## config.mk

```make
export PLATFORM = sky130hd
export DESIGN_NAME = dpd_stream_encoder_flat
export DESIGN_NICKNAME = d
export VERILOG_FILES = /design/src/rtl/dpd_stream_encoder_if.sv /design/src/rtl/dpd_stream_encoder.sv /design/src/flat_wrapper.sv
export SDC_FILE = /design/constraint.sdc
export NUM_CORES = 1
export LEC_CHECK = 0
export BUFFER_PORTS_ARGS = -buffer_cell sky130_fd_sc_hd__buf_2
export CAP_MARGIN = 20
export CORE_MARGIN = 10
export CORE_UTILIZATION = 50
export DETAILED_ROUTE_END_ITERATION = 16
export GPL_TIMING_DRIVEN = 0
export PLACE_DENSITY = 0.76
export SLEW_MARGIN = 20
export SYNTH_ARGS = -nofsm -noshare
export SYNTH_HDL_FRONTEND = slang
export SYNTH_SLANG_ARGS = --single-unit
```

## constraint.sdc

```tcl
create_clock -name clk -period 5.2 [get_ports clk]
set_clock_uncertainty 0.2 [all_clocks]
set_input_delay 1.04 -clock clk [delete_from_list [all_inputs] [get_ports clk]]
set_output_delay 1.04 -clock clk [all_outputs]
set_load 0.1 [all_outputs]
```

## src/rtl/dpd_stream_encoder_if.sv

```systemverilog
// Digit-in / declet-out stream bundle for the DPD packer.
// master drives digits and out_ready; slave is the encoder.
`timescale 1ns/1ps
interface dpd_stream_encoder_if;
    logic [3:0] in_digit;
    logic       in_last;
    logic       in_valid;
    logic       in_ready;
    logic [9:0] out_declet;
    logic [1:0] out_ndig;
    logic       out_last;
    logic       out_valid;
    logic       out_ready;
    logic       bcd_err;

    modport master (
        output in_digit, in_last, in_valid, out_ready,
        input  in_ready, out_declet, out_ndig,
        input  out_last, out_valid, bcd_err
    );

    modport slave (
        input  in_digit, in_last, in_valid, out_ready,
        output in_ready, out_declet, out_ndig,
        output out_last, out_valid, bcd_err
    );
endinterface

```

## src/rtl/dpd_stream_encoder.sv

```systemverilog
// Streaming BCD -> DPD packer: three digits (MSD first) per 10-bit declet.
// Ports: clk, rst (sync, active-high), s (slave side of the stream bundle).
`timescale 1ns/1ps
module dpd_stream_encoder #(
    parameter logic [3:0] PAD_DIGIT = 4'd0
) (
    input logic            clk,
    input logic            rst,
    dpd_stream_encoder_if.slave s
);

    logic [1:0] cnt_q, cnt_d;
    logic [3:0] d2_q, d2_d;
    logic [3:0] d1_q, d1_d;
    logic [9:0] declet_q, declet_d;
    logic [1:0] ndig_q, ndig_d;
    logic       last_q, last_d;
    logic       valid_q, valid_d;
    logic       err_q, err_d;

    logic       bad;
    logic       completing;
    logic       in_ready;
    logic       accept;
    logic       load;
    logic [3:0] digit;
    logic [3:0] g2, g1, g0;

    // Large digits (8/9) carry only their LSB; the (a,e,i) pattern
    // decides where the 3-bit fields of the small digits land.
    function automatic logic [9:0] dpd_enc(
        input logic [3:0] x2,
        input logic [3:0] x1,
        input logic [3:0] x0
    );
        logic [1:0] pq, st, wx;
        logic       v;
        pq = 2'b00;
        st = 2'b00;
        wx = 2'b00;
        v  = 1'b1;
        unique case ({x2[3], x1[3], x0[3]})
            3'b000: begin
                pq = x2[2:1]; st = x1[2:1]; v = 1'b0; wx = x0[2:1];
            end
            3'b001: begin
                pq = x2[2:1]; st = x1[2:1]; wx = 2'b00;
            end
            3'b010: begin
                pq = x2[2:1]; st = x0[2:1]; wx = 2'b01;
            end
            3'b100: begin
                pq = x0[2:1]; st = x1[2:1]; wx = 2'b10;
            end
            3'b110: begin
                pq = x0[2:1]; st = 2'b00; wx = 2'b11;
            end
            3'b101: begin
                pq = x1[2:1]; st = 2'b01; wx = 2'b11;
            end
            3'b011: begin
                pq = x2[2:1]; st = 2'b10; wx = 2'b11;
            end
            3'b111: begin
                pq = 2'b00; st = 2'b11; wx = 2'b11;
            end
        endcase
        return {pq, x2[0], st, x1[0], v, wx, x0[0]};
    endfunction

    always_comb begin
        bad        = s.in_digit > 4'd9;
        digit      = bad ? PAD_DIGIT : s.in_digit;
        completing = (cnt_q == 2'd2) | s.in_last;
        // Only a completing digit can be blocked by a full output register.
        in_ready   = !(completing & valid_q & !s.out_ready);
        accept     = s.in_valid & in_ready;
        load       = accept & completing;

        g2 = (cnt_q == 2'd0) ? digit : d2_q;
        g1 = (cnt_q == 2'd1) ? digit :
             (cnt_q == 2'd2) ? d1_q : PAD_DIGIT;
        g0 = (cnt_q == 2'd2) ? digit : PAD_DIGIT;

        cnt_d    = cnt_q;
        d2_d     = d2_q;
        d1_d     = d1_q;
        declet_d = declet_q;
        ndig_d   = ndig_q;
        last_d   = last_q;
        valid_d  = valid_q;
        err_d    = err_q | (accept & bad);

        if (valid_q & s.out_ready) begin
            valid_d = 1'b0;
        end

        if (accept) begin
            if (cnt_q == 2'd0) d2_d = digit;
            if (cnt_q == 2'd1) d1_d = digit;
            cnt_d = completing ? 2'd0 : cnt_q + 2'd1;
        end

        if (load) begin
            declet_d = dpd_enc(g2, g1, g0);
            ndig_d   = cnt_q + 2'd1;
            last_d   = s.in_last;
            valid_d  = 1'b1;
        end
    end

    always_ff @(posedge clk) begin
        if (rst) begin
            cnt_q    <= 2'd0;
            d2_q     <= 4'd0;
            d1_q     <= 4'd0;
            declet_q <= 10'd0;
            ndig_q   <= 2'd0;
            last_q   <= 1'b0;
            valid_q  <= 1'b0;
            err_q    <= 1'b0;
        end else begin
            cnt_q    <= cnt_d;
            d2_q     <= d2_d;
            d1_q     <= d1_d;
            declet_q <= declet_d;
            ndig_q   <= ndig_d;
            last_q   <= last_d;
            valid_q  <= valid_d;
            err_q    <= err_d;
        end
    end

    assign s.in_ready   = in_ready;
    assign s.out_declet = declet_q;
    assign s.out_ndig   = ndig_q;
    assign s.out_last   = last_q;
    assign s.out_valid  = valid_q;
    assign s.bcd_err    = err_q;

endmodule

```

## src/flat_wrapper.sv

```systemverilog
// flat-port wrapper written by rule: the top's interface ports become plain ports
module dpd_stream_encoder_flat 
#(
    parameter logic [3:0] PAD_DIGIT = 4'd0
)
  (clk, rst, s_in_digit, s_in_last, s_in_valid, s_out_ready, s_in_ready, s_out_declet, s_out_ndig, s_out_last, s_out_valid, s_bcd_err);
  dpd_stream_encoder_if s_i ();
  input logic clk;
  input logic rst;
  input wire logic [$bits(s_i.in_digit)-1:0] s_in_digit;
  input wire logic [$bits(s_i.in_last)-1:0] s_in_last;
  input wire logic [$bits(s_i.in_valid)-1:0] s_in_valid;
  input wire logic [$bits(s_i.out_ready)-1:0] s_out_ready;
  output wire logic [$bits(s_i.in_ready)-1:0] s_in_ready;
  output wire logic [$bits(s_i.out_declet)-1:0] s_out_declet;
  output wire logic [$bits(s_i.out_ndig)-1:0] s_out_ndig;
  output wire logic [$bits(s_i.out_last)-1:0] s_out_last;
  output wire logic [$bits(s_i.out_valid)-1:0] s_out_valid;
  output wire logic [$bits(s_i.bcd_err)-1:0] s_bcd_err;
  assign s_i.in_digit = s_in_digit;
  assign s_i.in_last = s_in_last;
  assign s_i.in_valid = s_in_valid;
  assign s_i.out_ready = s_out_ready;
  assign s_in_ready = s_i.in_ready;
  assign s_out_declet = s_i.out_declet;
  assign s_out_ndig = s_i.out_ndig;
  assign s_out_last = s_i.out_last;
  assign s_out_valid = s_i.out_valid;
  assign s_bcd_err = s_i.bcd_err;
  dpd_stream_encoder #(.PAD_DIGIT(PAD_DIGIT)) u_core (.clk(clk), .rst(rst), .s(s_i));
endmodule
```

---- After elaboration in Yosys (flattened, before gate mapping) ----
Index checks and enable logic that the tools add are counted.
word-level totals
  flip-flop bits (word level) ............. 25
  logic and storage cells ................. 49
  output and inout bits ................... 16
operators by class
  bitwise operators ....................... 8
  order comparisons ....................... 1
  mux-type cells .......................... 12
  reduce and logical (&&, ||, !) cells .... 10
  equality and inequality tests ........... 9
  add/subtract/negate cells ............... 1
operators by type and width
  operator               number
  $mux W4                5
  $eq A3 B3 Y1 const B   4
  $pmux W2 S6            1
  $pmux W2 S5            1
  $pmux W2 S4            1
  $reduce_or A4 Y1       2
  $and A1 B1 Y1          6
  $eq A3 B2 Y1 const B   2
  $gt A4 B4 Y1 const B   1
  $eq A3 B1 Y1 const B   1
  $logic_not A3 Y1       1
  $mux W1                3
  $reduce_or A3 Y1       1
  $add A2 B1 Y2 const B  1
  $eq A2 B1 Y1 const B   1
  $eq A2 B2 Y1 const B   1
  $logic_not A1 Y1       2
  $logic_not A2 Y1       1
  $mux W2                1
  $or A1 B1 Y1           2
  $reduce_and A2 Y1      1
  $reduce_bool A2 Y1     1
  $reduce_or A2 Y1       1

---- Logic depth before layout (Yosys ltp) ----
  depth in word-level cells ............... 8
  mapped depth ............................ 8

---- Worst setup path before layout ----
Ideal clock, no wire load.
  path type ............................... input-to-output
  start point ............................. in s_out_ready
  end point ............................... out s_in_ready
  setup slack ............................. 2.115 ns
  stages on the path ...................... 3
  data arrival time ....................... 1.845 ns
  required time ........................... 3.960 ns
  path through ............................ nand2b_1 -> buf_2 -> or2_2
between the ends
  word-level cells in the longest chain between the ends .. 3
ends and longest elaborated chain
  item              RTL line                  text
  from (decl)       flat_wrapper.sv:13        input wire logic [$bits(s_i.out_ready)-1:0] s_out_ready;
  $logic_not A1 Y1  dpd_stream_encoder.sv:76  in_ready = !(completing & valid_q & !s.out_ready);
  $and A1 B1 Y1     dpd_stream_encoder.sv:76
  $logic_not A1 Y1  dpd_stream_encoder.sv:76
  to (decl)         flat_wrapper.sv:14        output wire logic [$bits(s_i.in_ready)-1:0] s_in_ready;
No other way between the ends.

---- Final worst setup path ----
Same ends and word-level chain as after synthesis.

==> results.yml <==
placed_design:
  dp.cells: 197
  dp_hpwl_um: 2330
  numPortBuffers: 22
  globalplace.congestion: 0.908
  place_ws_ns: 1.97
  place_area_um2: 1440
worst_setup_path:
  rr_endpoint: "u_core.s.out_declet[6]"
  cp_max_fo: 9
  critPathMaxStageDelay_ns: 0.29
  worst-r2r-setup-slack_ns: 3.08
  path_cells: "buf_2, nand2b_1, buf_2, or2_2, buf_2"
  start_kind: "input port"
  crit_path_frequent_cell: "buf_2"
  critPathCaptureType: "output port"
  required_ns: 3.96
  path_class: "input port to output port"
  r2r-start: "u_core.cnt_q[0]"
  cp_num_buf_inv: 3
  rr_worst_depth: 6
  slowest_stage: "buf_2"
  critPathTopFamily: "buffers and inverters"
  cp.arrival_ns: 1.99
finish:
  fillCellCount: 228
  final_nets: 184
  final_area_um2: 1470
  final_core_util_pct: 59.3
  stdcell_count: 201
  antenna_cells: 0
  drive_gt1_share_pct: 26.9
  syn2layout_area_growth_pct: 13.5
grt:
  grt_overflow: 0
  antenna_found_initial: 0
  grt_pass1_wl_um: 5570
  grt_max_degree: 15
  grt_pass1_vias: 1162
  grt.total_usage_pct: 12.9
yosys:
  synth.top_cells.by_count: "dfxtp_1 (25), nor2_1 (23), nand2_1 (10), a21oi_1 (9)"
  yosys.area_share.xor_xnor_pct: 0
  synth_top_area_cell: "dfxtp_1"
  synth.distinct_cells: 43
  synth-edff-count: 0
  yosysMostFrequentCell: "dfxtp_1"
  yosys.area_share.simple_pct: 24.9
  synth_compound_area_share_pct: 25.7
  synth_top_area_share_pct: 38.6
  seq_area_frac_synth_pct: 38.6
  synthAdderAreaFrac_pct: 2.90
  ys_ff_latch: 25
  syn_area_per_cell_um2: 8.93
  netlist_area_um2: 1290
  synth_top_family_by_area: "compound AO/OA/AOI/OAI gates"
  async_flop_share_pct: 0
  synth_nets: 157
  synth_warnings: 0
  netlist_instances: 145
  yosys-mux-area-fraction_pct: 3.09
  ys.flop_type: "dfxtp_1"
  synthTopCellsByArea: "dfxtp_1 (39%), nor2_1 (6.7%), a21oi_1 (3.5%), a211oi_1 (3.5%), a221oi_2 (3.5%)"
sta:
  finalHoldViolCount: 0
  layout_worst_path_cycle_share_pct: 62.2
  max_freq_mhz: 309
  whs_ns: 0.271
  slew_viol_final: 0
  rsz0062_at_grt: "no"
  setup_slack_ns: 1.97
  timing.slew.headroom_pct: 66.3
  period_minus_slack_ns: 3.23
  finalSetupViolCount: 0
  fin_tns_setup_ns: 0
  worst_pin_slew_ns: 0.505
cts:
  htreeDepth: 1
  insertion_delay_ns: 0.32
  cts_setup_buffers: 0
  path_clk_slew_ns: 0.14
  postCtsResizedCells: 0
  ctsHoldBuffers: 0
  cts_tree: "done"
  clkSinkCount: 25
  clockBufferDepth: 2
  numCtsBuffers: 3
  cts_root_buf: "clkbuf_4"
power:
  ir_worst_vdd_uv: 255
  p_total_mw: 0.416
  powerDensity_nw_per_um2: 283
  leakagePower_nw: 0.601
run:
  cap_violations: 0
routing:
  drc: 0
  wl_um: 3120
  drtAntennaViolNets: 0
  firstDrtPassIters: 4
  vias_per_cell: 5.75
  dr.first_iter.drc_count: 89
  wl_per_cell_um: 15.5
  num_vias: 1156
floorplan:
  fp.dieW_um: 70.9
  dieHeight_um: 70.9
  row_count: 18
  io_pins: 25
  dieArea_um2: 5030
  core_area_um2: 2480
  initial_utilization_pct: 52.3
run_status:
  outcome: "finished clean"
min_path:
  hp-start: "u_core.d2_q[0]"
  holdPathStages: 2
  min_path_type: "flop to flop"
  hold_path_end: "u_core.d2_q[0]"
## worst reg2reg max path, stage by stage (launching register included)
cell      delay, ns
dfxtp_1        0.43
inv_1          0.10
ha_1           0.31
nor2_4         0.22
nand3b_1       0.34
a21oi_1        0.15
a311oi_2       0.30
## per-layer routing
layer | GRT usage, % | up-vias | share of wire (%)
met1 | 16.6 | 543 | 45
met5 | 0 | - | 0
met2 | 19.5 | 28 | 46
li1 | - | 576 | -
met3 | 5.72 | 9 | 7.0
met4 | 2.80 | 0 | 1.3
## cells by family after synthesis
family	count (synthesis)
fa+ha+maj	3
flops	25
buf+inv	12
mux	4
simple gates	61
compound gates	40
## cells in the final DEF, fill, tap and decap left out, drive strengths merged, types with 2 or more instances in the layout
cell type  count
a21oi          9
a221oi         4
mux2i          4
nand2b         3
inv            2
a211oi         9
nand3b         5
and3b          2
ha             3
nor2b          2
clkbuf         7
and2b          2
o21ai          3
dfxtp         25
or2            2
nand3          6
nand2         10
nor2          24
buf           28
o21a           3
o211ai         2
a311oi         2
a32oi          2
## how the worst max path moves through the flow
stage | start | cells past startpoint | endpoint | slack, ns
floorplan | s_out_ready | 3 | s_in_ready | 2.11
global placement | s_out_ready | 5 | s_in_ready | 1.98
detailed placement | s_out_ready | 5 | s_in_ready | 1.97
CTS | s_out_ready | 5 | s_in_ready | 1.96
global route | u_core.cnt_q[0] | 5 | s_in_ready | 1.89
finish | s_out_ready | 5 | s_in_ready | 1.97
## power breakdown
group	total [mW]	internal [mW]	leakage (nW)	switching, mW
logic	0.119	0.0279	0.378	0.0908
registers	0.207	0.201	0.205	0.00524
clock network	0.0902	0.0289	0.0177	0.0613
total	0.416	0.258	0.601	0.157
## flip-flops by register name, indices dropped and copies added, names as in the netlist
register,flops
u_core.d2_q,4
u_core.s.out_valid,1
u_core.s.bcd_err,1
u_core.s.out_last,1
u_core.cnt_q,2
u_core.s.out_ndig,2
u_core.d1_q,4
u_core.s.out_declet,10
## area by class of cell
type                            instances  area, µm²  area share, %
Buffer                                 10       53.8           3.66
Timing Repair Buffer                   22        110           7.49
Clock buffer                            3       22.5           1.53
Inverter                                2       7.51          0.511
Clock inverter                          1       5.00          0.340
Multi-Input combinational cell        108        733           49.9
Sequential cell                        25        500           34.0
Tap cell                               30       37.5           2.55
(Power assumes the default switching activity.)
